===== config.mk =====
export PLATFORM = sky130hd
export DESIGN_NAME = axi_stream_width_gearbox
export DESIGN_NICKNAME = d
export VERILOG_FILES = /design/src/rtl/axi_gearbox_pkg.sv /design/src/rtl/byte_shift_buf.sv /design/src/rtl/axi_stream_width_gearbox.sv
export SDC_FILE = /design/constraint.sdc
export NUM_CORES = 1
export LEC_CHECK = 0
export CORE_ASPECT_RATIO = 1.25
export CORE_MARGIN = 3
export CORE_UTILIZATION = 35
export CTS_CLUSTER_SIZE = 30
export DETAILED_ROUTE_END_ITERATION = 8
export SLEW_MARGIN = 10
export SYNTH_ARGS = -nofsm -noshare
export SYNTH_HDL_FRONTEND = slang
export SYNTH_SLANG_ARGS = --single-unit

===== constraint.sdc =====
create_clock -name i_clk -period 4.7 [get_ports i_clk]
set_input_delay 0.94 -clock i_clk [delete_from_list [all_inputs] [get_ports i_clk]]
set_output_delay 0.94 -clock i_clk [all_outputs]
set_load 0.01 [all_outputs]

===== src/rtl/axi_gearbox_pkg.sv =====
// axi_gearbox_pkg
// Shared helpers for axi_stream_width_gearbox:
//   beat_bytes  - number of valid bytes carried by an input beat
//   cnt_bits    - width of the byte-count type for a given buffer size
//   buf_ok      - capacity sanity check used at elaboration
package axi_gearbox_pkg;

  localparam int BYTE_W = 8;

  // mod==0 on a final beat means the beat is full width
  function automatic int beat_bytes(int mod, logic eop, int width);
    return (eop && mod != 0) ? mod : width;
  endfunction

  // Byte counts run 0..buf_byts inclusive
  function automatic int cnt_bits(int buf_byts);
    return $clog2(buf_byts + 1);
  endfunction

  // Worst case: one short of a full output beat is stranded when a full
  // input beat must still fit.
  function automatic bit buf_ok(int in_byts, int out_byts, int buf_byts);
    return buf_byts >= in_byts + out_byts - 1;
  endfunction

endpackage


===== src/rtl/byte_shift_buf.sv =====
// byte_shift_buf
// Byte buffer, low byte first. In one cycle it drops i_pop_n bytes from
// the bottom and writes i_push_n bytes of i_push_dat at byte i_push_off
// (offset is already relative to the post-pop contents).
// Ports:
//   i_clk, i_rst_n     clock, async active-low reset
//   i_pop_n            bytes removed from the bottom this cycle
//   i_push             write enable
//   i_push_off         byte offset of the write (after pop)
//   i_push_n           bytes written
//   i_push_dat         write data, byte 0 in bits [7:0]
//   o_low              lowest OUT_BYTS bytes of the buffer
module byte_shift_buf #(
  parameter int IN_BYTS  = 8,
  parameter int OUT_BYTS = 8,
  parameter int BUF_BYTS = 16,
  parameter int CNT_W    = 5
) (
  input  logic                  i_clk,
  input  logic                  i_rst_n,
  input  logic [CNT_W-1:0]      i_pop_n,
  input  logic                  i_push,
  input  logic [CNT_W-1:0]      i_push_off,
  input  logic [CNT_W-1:0]      i_push_n,
  input  logic [IN_BYTS*8-1:0]  i_push_dat,
  output logic [OUT_BYTS*8-1:0] o_low
);
  localparam int BW = BUF_BYTS * 8;

  logic [BW-1:0] r_buf;
  logic [BW-1:0] w_shift, w_nmsk, w_pmsk, w_pdat, w_nxt;

  // Bytes at and above the valid count are kept at zero, so the shift only
  // ever pulls zeros into the top.
  always_comb begin
    w_shift = r_buf >> {i_pop_n, 3'b000};
    w_nmsk  = ~({BW{1'b1}} << {i_push_n, 3'b000});
    w_pmsk  = w_nmsk << {i_push_off, 3'b000};
    w_pdat  = BW'(i_push_dat) << {i_push_off, 3'b000};
    w_nxt   = w_shift;
    if (i_push) w_nxt = (w_shift & ~w_pmsk) | (w_pdat & w_pmsk);
  end

  always_ff @(posedge i_clk or negedge i_rst_n) begin
    if (!i_rst_n) r_buf <= '0;
    else          r_buf <= w_nxt;
  end

  assign o_low = r_buf[OUT_BYTS*8-1:0];

endmodule


===== src/rtl/axi_stream_width_gearbox.sv =====
// axi_stream_width_gearbox
// Single-clock AXI-stream byte-width converter (any IN/OUT ratio). Packets
// are repacked contiguously and never merged: input stalls from the
// accepted eop until that packet's last output beat has been popped.
// Ports:
//   i_clk, i_rst_n                 clock, async active-low reset
//   i_axi_{dat,mod,sop,eop,err,ctl,val}, o_i_axi_rdy   input stream
//   o_axi_{dat,mod,sop,eop,err,ctl,val}, i_o_axi_rdy   output stream
// Optional: define AXI_WIDTH_GEARBOX_PROTO_CHECK_EN to flag input protocol
// violations (nested sop, missing sop, oversize mod) into the packet err.
module axi_stream_width_gearbox
  import axi_gearbox_pkg::*;
#(
  parameter  int IN_DAT_BYTS  = 8,
  parameter  int OUT_DAT_BYTS = 8,
  parameter  int CTL_BITS     = 8,
  parameter  int BUF_BYTS     = IN_DAT_BYTS + OUT_DAT_BYTS,
  localparam int IN_MOD_W     = $clog2(IN_DAT_BYTS + 1),
  localparam int OUT_MOD_W    = $clog2(OUT_DAT_BYTS + 1)
) (
  input  logic                      i_clk,
  input  logic                      i_rst_n,
  input  logic [IN_DAT_BYTS*8-1:0]  i_axi_dat,
  input  logic [IN_MOD_W-1:0]       i_axi_mod,
  input  logic                      i_axi_sop,
  input  logic                      i_axi_eop,
  input  logic                      i_axi_err,
  input  logic [CTL_BITS-1:0]       i_axi_ctl,
  input  logic                      i_axi_val,
  output logic                      o_i_axi_rdy,
  output logic [OUT_DAT_BYTS*8-1:0] o_axi_dat,
  output logic [OUT_MOD_W-1:0]      o_axi_mod,
  output logic                      o_axi_sop,
  output logic                      o_axi_eop,
  output logic                      o_axi_err,
  output logic [CTL_BITS-1:0]       o_axi_ctl,
  output logic                      o_axi_val,
  input  logic                      i_o_axi_rdy
);
  localparam int CNT_W = cnt_bits(BUF_BYTS);
  typedef logic [CNT_W-1:0] cnt_t;

  localparam cnt_t OUT_N = cnt_t'(OUT_DAT_BYTS);

  if (!buf_ok(IN_DAT_BYTS, OUT_DAT_BYTS, BUF_BYTS)) begin : g_buf_chk
    $error("BUF_BYTS must be >= IN_DAT_BYTS+OUT_DAT_BYTS-1");
  end

  cnt_t                r_cnt;
  logic                r_eop_pend, r_first_pend, r_err_l, r_rdy;
  logic [CTL_BITS-1:0] r_ctl_l;

  cnt_t w_in_n, w_pop_n, w_off, w_cnt_nxt;
  logic w_push, w_pop, w_val, w_eop_out, w_eop_pend_nxt, w_rdy_nxt;
  logic w_start, w_viol;
  logic [OUT_DAT_BYTS*8-1:0] w_low, w_vmsk;

  assign w_push    = i_axi_val && r_rdy;
  assign w_val     = (r_cnt >= OUT_N) || (r_eop_pend && r_cnt != '0);
  assign w_eop_out = r_eop_pend && (r_cnt <= OUT_N);
  assign w_pop     = w_val && i_o_axi_rdy;
  assign w_pop_n   = !w_pop ? '0 : (r_cnt < OUT_N) ? r_cnt : OUT_N;
  assign w_off     = r_cnt - w_pop_n;
  assign w_cnt_nxt = w_off + (w_push ? w_in_n : '0);

  // Input stalls on eop, so an eop push never meets an eop pop.
  assign w_eop_pend_nxt = (w_push && i_axi_eop) ||
                          (r_eop_pend && !(w_pop && w_eop_out));
  // Ready is registered: computed from next-cycle count and pend state.
  assign w_rdy_nxt = (int'(w_cnt_nxt) + IN_DAT_BYTS <= BUF_BYTS) && !w_eop_pend_nxt;

`ifdef AXI_WIDTH_GEARBOX_PROTO_CHECK_EN
  logic r_open;
  logic w_mod_bad;

  always_comb begin
    w_mod_bad = i_axi_eop && (int'(i_axi_mod) > IN_DAT_BYTS);
    w_in_n    = cnt_t'(beat_bytes(int'(i_axi_mod), i_axi_eop, IN_DAT_BYTS));
    if (w_mod_bad) w_in_n = cnt_t'(IN_DAT_BYTS);
  end

  // Any beat arriving while idle starts a packet (flagged if it lacks sop);
  // a sop inside an open packet is just more data.
  assign w_start = w_push && !r_open;
  assign w_viol  = w_push && ((i_axi_sop == r_open) || w_mod_bad);

  always_ff @(posedge i_clk or negedge i_rst_n) begin
    if (!i_rst_n)    r_open <= 1'b0;
    else if (w_push) r_open <= !i_axi_eop;
  end
`else
  assign w_in_n  = cnt_t'(beat_bytes(int'(i_axi_mod), i_axi_eop, IN_DAT_BYTS));
  assign w_start = w_push && i_axi_sop;
  assign w_viol  = 1'b0;
`endif

  always_ff @(posedge i_clk or negedge i_rst_n) begin
    if (!i_rst_n) begin
      r_cnt        <= '0;
      r_eop_pend   <= 1'b0;
      r_first_pend <= 1'b0;
      r_err_l      <= 1'b0;
      r_ctl_l      <= '0;
      r_rdy        <= 1'b0;
    end else begin
      r_cnt      <= w_cnt_nxt;
      r_eop_pend <= w_eop_pend_nxt;
      r_rdy      <= w_rdy_nxt;
      if (w_start) r_ctl_l <= i_axi_ctl;
      if (w_start)     r_err_l <= i_axi_err | w_viol;
      else if (w_push) r_err_l <= r_err_l | i_axi_err | w_viol;
      if (w_start)     r_first_pend <= 1'b1;
      else if (w_pop)  r_first_pend <= 1'b0;
    end
  end

  byte_shift_buf #(
    .IN_BYTS (IN_DAT_BYTS),
    .OUT_BYTS(OUT_DAT_BYTS),
    .BUF_BYTS(BUF_BYTS),
    .CNT_W   (CNT_W)
  ) u_buf (
    .i_clk     (i_clk),
    .i_rst_n   (i_rst_n),
    .i_pop_n   (w_pop_n),
    .i_push    (w_push),
    .i_push_off(w_off),
    .i_push_n  (w_in_n),
    .i_push_dat(i_axi_dat),
    .o_low     (w_low)
  );

  // Zero every output byte at or above the valid count.
  assign w_vmsk = ~({(OUT_DAT_BYTS*8){1'b1}} << {r_cnt, 3'b000});

  assign o_i_axi_rdy = r_rdy;
  assign o_axi_val   = w_val;
  assign o_axi_dat   = w_low & w_vmsk;
  assign o_axi_sop   = r_first_pend;
  assign o_axi_eop   = w_eop_out;
  assign o_axi_mod   = (w_eop_out && r_cnt != OUT_N) ? OUT_MOD_W'(r_cnt) : '0;
  assign o_axi_ctl   = r_ctl_l;
  assign o_axi_err   = r_err_l && w_eop_out;

endmodule


# [Word-level counts from Yosys, hierarchy flattened]
# Cells that the tools add are included.
[totals] out_inout_bits=81 elab_cells=58 reg_bits=145
[op_classes] shift=5 n_lt_le_gt_ge=4 muxes=10 bitwise_logic=8 n_addsub=3 n_eq_ne=1 reduce_logical=20
[ops] op="$and 128x128->128" n=2
[ops] op="$not 128->128" n=2
[ops] op="$mux 128" n=1
[ops] op="$or 128x128->128" n=1
[ops] op="$shl 128x7->128 const A" n=1
[ops] op="$shl 128x8->128" n=1
[ops] op="$shl 64x8->128" n=1
[ops] op="$shr 128x8->128" n=1
[ops] op="$and 64x64->64" n=1
[ops] op="$not 64->64" n=1
[ops] op="$shl 64x8->64 const A" n=1
[ops] op="$mux 5" n=3
[ops] op="$logic_and 1x1->1" n=12
[ops] op="$mux 4" n=2
[ops] op="$add 5x4->6 const B" n=1
[ops] op="$le 6x5->1 const B" n=1
[ops] op="$add 5x5->5" n=1
[ops] op="$ge 5x4->1 const B" n=1
[ops] op="$le 5x4->1 const B" n=1
[ops] op="$lt 5x4->1 const B" n=1
[ops] op="$ne 5x4->1 const B" n=1
[ops] op="$reduce_bool 5->1" n=1
[ops] op="$sub 5x5->5" n=1
[ops] op="$mux 1" n=4
[ops] op="5 further kinds" n=8

# [Logic depth before layout (Yosys ltp)]
# Gate-level depths: netlist (run 1).
[logic_depth] depth_word=11 mapped_depth=22

# [Modules after synthesis]
# Synthesis (run 1) repeated with hierarchy kept, for this count alone.
[hier_totals] cells_unflattened=1587 area_unflattened_um2=14923.1
[by_module_without_submodules] mod="byte_shift_buf" instances=1 area_each_um2=13410.4 cells_each=1411
[by_module_without_submodules] mod="axi_stream_width_gearbox" instances=1 area_each_um2=1512.7 cells_each=176

# [Least setup slack after synthesis (run 1)]
# No wires, ideal clock.
[synth_path] path_kind="input to register" start="in i_o_axi_rdy" end="reg r_rdy, in the netlist o_i_axi_rdy" t_required_ns=4.574 arrival_ns=4.572 setup_ns=0.126 setup_slack_ns=0.002 stages=21 path_buffers=8 path_cell_list="buf_2 and2_1 clkbuf_1 inv_2 clkbuf_1 clkbuf_1 ha_1 a211oi_2 and2_1 or2_1 buf_6 inv_2 buf_6 buf_2 buf_2 ha_1 a21oi_1 o21ai_0 xnor2_1 a21oi_1 o311a_1"
[synth_between] elab_chain_len=7
[synth_lines] item="start, declared" line="axi_stream_width_gearbox.sv:38" source="input logic i_o_axi_rdy"
[synth_lines] item="$logic_and 1x1->1" line="axi_stream_width_gearbox.sv:61" source="assign w_pop = w_val && i_o_axi_rdy;"
[synth_lines] item="$mux 5" line="axi_stream_width_gearbox.sv:62" source="assign w_pop_n = !w_pop ? '0 : (r_cnt < OUT_N) ? r_cnt : OUT_N;"
[synth_lines] item="$sub 5x5->5" line="axi_stream_width_gearbox.sv:63" source="assign w_off = r_cnt - w_pop_n;"
[synth_lines] item="$add 5x5->5" line="axi_stream_width_gearbox.sv:64" source="assign w_cnt_nxt = w_off + (w_push ? w_in_n : '0);"
[synth_lines] item="net w_cnt_nxt[4]" line="axi_stream_width_gearbox.sv:53" source="cnt_t w_in_n, w_pop_n, w_off, w_cnt_nxt;"
[synth_lines] item="$add 5x4->6" line="axi_stream_width_gearbox.sv:70" source="assign w_rdy_nxt = (int'(w_cnt_nxt) + IN_DAT_BYTS <= BUF_BYTS) && !w_eop_pend_nxt;"
[synth_lines] item="$le 6x5->1" line="axi_stream_width_gearbox.sv:70"
[synth_lines] item="$logic_and 1x1->1" line="axi_stream_width_gearbox.sv:70"
[synth_lines] item="net w_rdy_nxt" line="axi_stream_width_gearbox.sv:54" source="logic w_push, w_pop, w_val, w_eop_out, w_eop_pend_nxt, w_rdy_nxt;"
[synth_lines] item="end signal, assigned" line="axi_stream_width_gearbox.sv:108" source="r_rdy <= w_rdy_nxt;"
[synth_lines] item="end, declared" line="axi_stream_width_gearbox.sv:50" source="logic r_eop_pend, r_first_pend, r_err_l, r_rdy;"
# The timed path passes the listed nets, and every way through them passes these cells.
# A chain may end at the register's enable or synchronous reset.

# [Worst setup path in the final report (run 1)]
[layout_path] start="reg r_cnt[3]" end="reg u_buf.r_buf[94]"
[layout_between] elab_chain_len=11
[layout_lines] item="start, declared" line="axi_stream_width_gearbox.sv:49" source="cnt_t r_cnt;"
[layout_lines] item="start signal, assigned" line="axi_stream_width_gearbox.sv:106" source="r_cnt <= w_cnt_nxt;"
[layout_lines] item="branches (longest 10 deep; another with $ge 5x4->1)"
[layout_lines] item="$mux 128 *" line="byte_shift_buf.sv:41" source="if (i_push) w_nxt = (w_shift & ~w_pmsk) | (w_pdat & w_pmsk);"
[layout_lines] item="net u_buf.w_nxt[94]" line="byte_shift_buf.sv:31" source="logic [BW-1:0] w_shift, w_nmsk, w_pmsk, w_pdat, w_nxt;"
[layout_lines] item="end signal, assigned" line="byte_shift_buf.sv:46" source="else r_buf <= w_nxt;"
[layout_lines] item="end, declared" line="byte_shift_buf.sv:30" source="logic [BW-1:0] r_buf;"
# Mark *: on every way through the listed nets, which the timed path passes.

==> results.md, run 1 <==
* Run status: finished, final reports clean
* Die area at 0.0448 mm2
* Post-CTS Hold Fix Bufs at 0
* Final setup TNS at 0 ns
* FF-to-FF setup slack at about 0.65 ns
* P per Cell Area at between 800 and 900 mW/mm2
* Core box area at 0.0414 mm2
* GRT Total Usage at a little under a third
* Fmax at 0.247 GHz
* Top FF cell, synth: dfrtp_1
* Reg-to-reg endpoint: u_buf.r_buf[94]
* Setup violations, final at 0
* Starting density of the core at between 30% and 40%
* Reg2reg start: r_cnt[3]
* Fillcell total at 4153
* Initial antenna violation count at 3
* WL final at 72100 um
* Pins Over Slew Limit at 0
* CTS H-Tree Depth at 4
* Clock Sinks at 145
* Max VDD drop at 0.531 mV
* Top post-synthesis cells by area: dfrtp_1 (25%), mux2i_1 (11%), a21oi_1 (5.5%)
* CTS Buffer Depth at 2
* CP Launch Type: register
* Critical path endpoint category: register
* Vias in the first global route at around 15000
* Period Utilization, post-route at between 80% and 90%
* Synthesis-to-finish area growth at 20.2%
* Worst reg2reg path depth at 13
* Syn_nets at 2016
* Final hold vios at 0
* Final #Nets at about 2100
* First-pass GRT wire length at 106000 um
* Antenna-violating nets left at 0
* Pre-Repair DR Iteration Count at 9
* Mapped Area at around 0.015 mm2
* Mapped Cells at about 1900
* Clock Pin Slew Worst Setup and Hold Paths at about 0.07 ns
* RSZ-0062 raised after global routing: no
* PortBufs at between 150 and 200
* Clk_lat worst skew at around 0.46 ns
* GP Congestion at a little under 1
* Relative slew slack at roughly 30%
* Via count at ~17000
* Rows at 83
* Die W at about 190 um
* I/O pin count at about 160
* Tmin final at approximately 4 ns
* Lkg Pwr at ~7.5 nW
* Initial DRC count at approximately 2200
* Avg Inst Size Synth at 7.71 um2
* Synth warnings at 0
* Drt drc at 0
* EDFF count, synth at 0
* Slew @ Worst Pin at 1.05 ns
* Clock root buffer: clkbuf_16
* Layout cell share with drive strength beyond 1 at between 10% and 20%
* TritonCTS clock tree: yes
* Routed length per instance at around 28 um
* Crit path DAT at ~4.4 ns
* Total grt overflow at 0
* Worst setup path end: u_buf.r_buf[94]
* Library cells used by synthesis at between 90 and 100
* CP max FO at 12
* Crit Path Class: register to register
* Post-DR vias/cell at between 6 and 7
* Post-CTS setup buffers at 0
* Placed insts at 2541
* Post-synth top cells: nand2_1 (199), mux2i_1 (168), a21oi_1 (164)
* Register area share after synthesis at between 20% and 30%
* Area leader, netlist: dfrtp_1
* Fin cells at ~2600
* Max-cap violation count at 0
* Post-CTS sizing at 0
* Synth async-reset ratio at 100%
* Crit. Startpoint: r_cnt[3]
* Worst Path Required at 5.08 ns
* Flops & latches, synth at ~150
* Cts bufs inserted at 17
* Count leader, synth: nand2_1
* Largest net degree at the start of global routing at 133
* Half-perimeter wire length after placement at between 50000 and 60000 um
* Overall die height at approximately 240 um
* Top cell type's share of synthesized area at roughly 25%
* Hold WC Path Type: input port to async pin
* Diode count at 0
* Worst Skew at between 0.008 and 0.009 ns
-- cells by family (layout without fill, tap and decap cells) --
logic type	Yosys count	after routing	share of synthesized area (%)
flip-flops	145	145	24.5
AO/OA/AOI/OAI	645	645	29.2
other	1	1	0.0253
adder cells (fa/ha/maj)	15	15	1.34
buffers and inverters	224	324	6.57
multiplexers	233	233	16.7
XOR/XNOR	7	7	0.414
AND/OR/NAND/NOR	650	650	21.2
-- critical path, cell delays in order, from the launching register on --
cell      delay, ns
dfrtp_1        0.54
nor4bb_4       0.40
nand2_4        0.08
inv_2          0.08
ha_4           0.13
inv_1          0.05
fa_4           0.84
buf_4          0.20
maj3_1         0.19
nor2_1         0.04
or3_1          0.36
a31oi_4        0.63
buf_4          0.25
mux2i_1        0.19
-- final cells by class --
cell class,instances,area (um2),share of cell area [%]
inverters,35,131,0.738
clock inverters,8,150,0.843
well taps,552,691,3.88
repair buffers,258,2410,13.6
multi-input cells,1551,10300,57.8
clock buffers,23,488,2.74
flip-flops and latches,145,3630,20.4
-- per-layer routing --
layer / vias to the layer above / GRT usage (%) / routed length (um)
li1: 7309 / - / -
met1: 7963 / 45.2 / 31200
met2: 1070 / 44.2 / 30000
met3: 178 / 8.04 / 7930
met4: 2 / 12.0 / 3000
met5: - / 0 / 13
-- how the worst min path moves through the flow --
stage | start | endpoint | slack (ns) | cells past startpoint
finish | i_rst_n | u_buf.r_buf[49] | 0.49 | 1
global placement | r_err_l | r_err_l | 0.48 | 1
floorplan | r_err_l | r_err_l | 0.46 | 1
global route | r_err_l | r_err_l | 0.52 | 1
detailed placement | r_err_l | r_err_l | 0.49 | 1
CTS | r_err_l | r_err_l | 0.51 | 1
-- metrics by stage --
step | instance area (um2) | util (%) | hold slack, ns | power (mW) | setup slack (ns)
final | 17800 | 43.0 | 0.487 | 14.6 | 0.647
after CTS | 17800 | 43.0 | 0.509 | 14.2 | 0.651
after detailed placement | 17200 | 41.4 | 0.493 | 12.7 | 0.456
after floorplan | 14800 | - | 0.458 | 8.66 | 0.00211
after global routing | 17800 | 43.0 | 0.518 | 15.3 | 0.513
after global placement | 17200 | 41.4 | 0.478 | 12.7 | 0.481
-- report_power, final --
part / internal (mW) / leakage [nW] / switching [mW]
Combinational: 3.98 / 5.33 / 6.54
Clock: 0.943 / 0.310 / 0.580
Sequential: 1.81 / 1.88 / 0.719
Total: 6.74 / 7.51 / 7.84
-- layout by cell type (no fill, tap or decap), types with 27 or more instances in the layout --
cell type | Yosys | routed
a21oi_1 | 164 | 164
o221ai_1 | 35 | 35
mux2_2 | 48 | 48
and3_1 | 54 | 54
a31oi_1 | 33 | 33
buf_4 | 8 | 90
dfrtp_1 | 145 | 143
mux2i_1 | 168 | 168
nand3_1 | 47 | 47
and2_1 | 27 | 27
nor2_1 | 163 | 162
inv_1 | 29 | 29
nor2b_1 | 64 | 64
o21ai_0 | 99 | 99
nand2_1 | 199 | 199
o22ai_1 | 50 | 50
clkdlybuf4s50_1 | 0 | 160
a211oi_1 | 47 | 47
a22oi_1 | 30 | 29
-- flip-flops by register name (all words and copies together) (netlist names) --
signal / cells
u_buf.r_buf: 128
o_axi_ctl: 8
r_cnt: 5
o_axi_sop: 1
o_i_axi_rdy: 1
r_eop_pend: 1
r_err_l: 1
(Power assumes the default switching activity.)
==> inputs of run 2 (changes only) <==
==> constraint.sdc (replaced) <==
create_clock -name i_clk -period 3.7 [get_ports i_clk]
set_input_delay 1.11 -clock i_clk [delete_from_list [all_inputs] [get_ports i_clk]]
set_output_delay 1.11 -clock i_clk [all_outputs]
set_load 0.01 [all_outputs]
==> run 2 against run 1 <==
Against the previous run: the run now ends with setup timing left; design area rose by 12%; die area did not move; critical path type is now register to output port; highest routed layer unchanged; clock power grew 25%; largest power group unchanged; largest cell class unchanged; register-to-register slack worse by 0.60 ns; flip-flop and latch count unchanged; via count is 4.0% higher; clock-buffer cell count up 1; combinational power grew 51%; clock skew up 0.0023 ns; first-iteration DRC count up 16%; core utilization increased by 5.3 points.
==> results.md, run 2 (synthesis gave the netlist of run 1 again) <==
* Run status: complete, but fails checks
* Pre-Repair DR Iteration Count at 7 (-2)
* Routed length per instance at 25.3 um (-9.6%)
* P per Cell Area at 1050 mW/mm2 (+28%)
* Period Utilization, post-route at 102%
* Half-perimeter wire length after placement at 52300 um (+1.3%)
* Core box area at 0.0414 mm2 (unchanged)
* Initial DRC count at 2515 (+16%)
* Total grt overflow at 0 (unchanged)
* WHS Endpoint: r_err_l
* Clock Sinks at 145 (unchanged)
* Via count at 17200 (+4.0%)
* Max VDD drop at 0.481 mV (-9.5%)
* Most used routing layer: met2
* Fmax at 0.265 GHz
* CTS H-Tree Depth at 4 (unchanged)
* Reg2reg start: r_cnt[4]
* Clock root buffer: clkbuf_16
* Worst Path Required at 2.59 ns (-2.49 ns)
* Tmin final at between 3 and 4 ns
* Final setup TNS at -0.0687 ns (-0.0687 ns)
* First-pass GRT wire length at 104000 um (-1.4%)
* Reg-to-reg endpoint: u_buf.r_buf[52]
* Clock Pin Slew Worst Setup and Hold Paths at 0.06 ns (about the same)
* Tot Pwr at 21.0 mW (+44%)
* Rows at 83 (unchanged)
* Lkg Pwr at 8.80 nW (+17%)
* Die area at 0.0448 mm2 (unchanged)
* Drt drc at 0 (unchanged)
* GP Congestion at 0.987 (about the same)
* TritonCTS clock tree: yes
* CP peak stage delay at 0.68 ns (-0.16 ns)
* WHS Path Cells at 1
* PortBufs at 162 (unchanged)
* Synthesis-to-finish area growth at 35.1%
* Final worst setup slack at -0.0687 ns (-0.716 ns)
* Layout cell share with drive strength beyond 1 at 21.9% (+11 points)
* Slew @ Worst Pin at 0.957 ns (-0.0882 ns)
* CP Launch Type: register
* Clk_lat worst skew at 0.46 ns (about the same)
* Starting density of the core at 35.7% (unchanged)
* Slowest library cell on the worst path: clkdlybuf4s50_1
* Max FFs per register at 128 (unchanged)
* HP Start: r_err_l
* Post-DR vias/cell at 6.17 (-4.0%)
* Largest Register: u_buf.r_buf
* Design Area, Final at 0.0200 mm2 (+12%)
* CP max FO at 61 (+49)
* Hold WC Path Type: register to register
* Die W at 190 um (unchanged)
* Final design utilization at 48.3% (+5.3 points)
* Met3 Usage GRT at 8.00% (-0.045 points)
* FF-to-FF setup slack at 0.05 ns (-0.60 ns)
* Failing checks: setup timing
* WL final at 70600 um (-2.0%)
* RSZ-0062 raised after global routing: yes
* Initial antenna violation count at 3 (unchanged)
* Antenna-violating nets left at 0 (unchanged)
* Worst reg2reg path depth at 16 (+3)
* I/O pin count at 164 (unchanged)
* Worst Skew at 0.0104 ns (+0.00234 ns)
* Worst Path Buf+Inv at 3 (-1)
* GRT Total Usage at 30.4% (-0.89 points)
* Vias in the first global route at 16000 (+4.5%)
* Overall die height at 236 um (unchanged)
* M1 GR Usage at 42.7% (-2.5 points)
* Critical path endpoint category: output port
* Final hold vios at 0 (unchanged)
* Relative slew slack at 36.2% (+6.4 points)
* Commonest non-fill, non-tap cells in the layout: buf_4 (277), nand2_1 (198), mux2i_1 (167)
* CTS Buffer Depth at 2 (unchanged)
* Final #Nets at 2317 (+10%)
* Cells along the critical path: buf_6, nor4bb_4, buf_4, clkdlybuf4s50_1
* Setup violations, final at 1 (+1)
* Pins Over Slew Limit at 0 (unchanged)
* Cts bufs inserted at 17 (unchanged)
* Placed Area at 0.0191 mm2 (+11%)
* Met2 usage at 44.0% (-0.16 points)
* Crit Path Class: register to output port
* Crit path DAT at 2.66 ns (-1.77 ns)
* Largest net degree at the start of global routing at 112 (-16%)
* Commonest non-fill, non-tap cell in the layout: buf_4
* Max-cap violation count at 0 (unchanged)
* Family with the most delay on the worst path: buffers and inverters
==> run 2: cell type report <==
class                      instances  area [um2]
antenna                            1        2.50
timing repair buffer             471        4310
multi-input combinational       1551       10600
clock buffer                      24         502
clock inverter                     8         124
fill                            3983       21400
sequential                       145        3630
tap                              552         691
inverter                          35         139
==> run 2: worst max path at each step <==
stage,start,endpoint,slack (ns),cells after the start
finish,r_cnt[4],o_axi_mod[0],-0.07,4
global route,r_cnt[4],o_axi_mod[0],-0.13,4
CTS,r_cnt[4],o_axi_mod[0],-0.06,4
detailed placement,i_o_axi_rdy,u_buf.r_buf[112],-0.45,10
global placement,i_o_axi_rdy,u_buf.r_buf[116],-0.39,12
floorplan,i_o_axi_rdy,o_i_axi_rdy,-0.65,21
==> run 2: routing by layer <==
metal | vias to the layer above | wire, um
met3 | 174 | 7960
met5 | - | 24
met1 | 8162 | 29900
met4 | 4 | 2660
li1 | 7729 | -
met2 | 1120 | 30100
==> run 2: timing repair <==
| action | CTS | global route |
|---|---|---|
| pin swaps | 1 | 5 |
| hold buffers | 0 | 0 |
| setup endpoints to repair | 32 | 97 |
| endpoints found under the hold margin | 0 | 0 |
| gates cloned | 0 | 1 |
| buffers inserted | 4 | 4 |
| resized for setup | 6 | 42 |
==> run 2: through the flow <==
step	std cells	hold WS, ns	setup WS (ns)
2_1_floorplan	1920	0.458	-0.649
3_3_place_gp	2745	0.477	-0.391
3_5_place_dp	2745	0.480	-0.453
4_1_cts	2781	0.500	-0.0626
5_1_grt	2786	0.523	-0.129
6_report	2787	0.500	-0.0687
==> run 2: report_power, final <==
part | switching (mW) | internal [mW] | total, mW
registers | 0.862 | 2.31 | 3.17
logic | 8.88 | 7.01 | 15.9
clock network | 0.750 | 1.15 | 1.90
total | 10.5 | 10.5 | 21.0
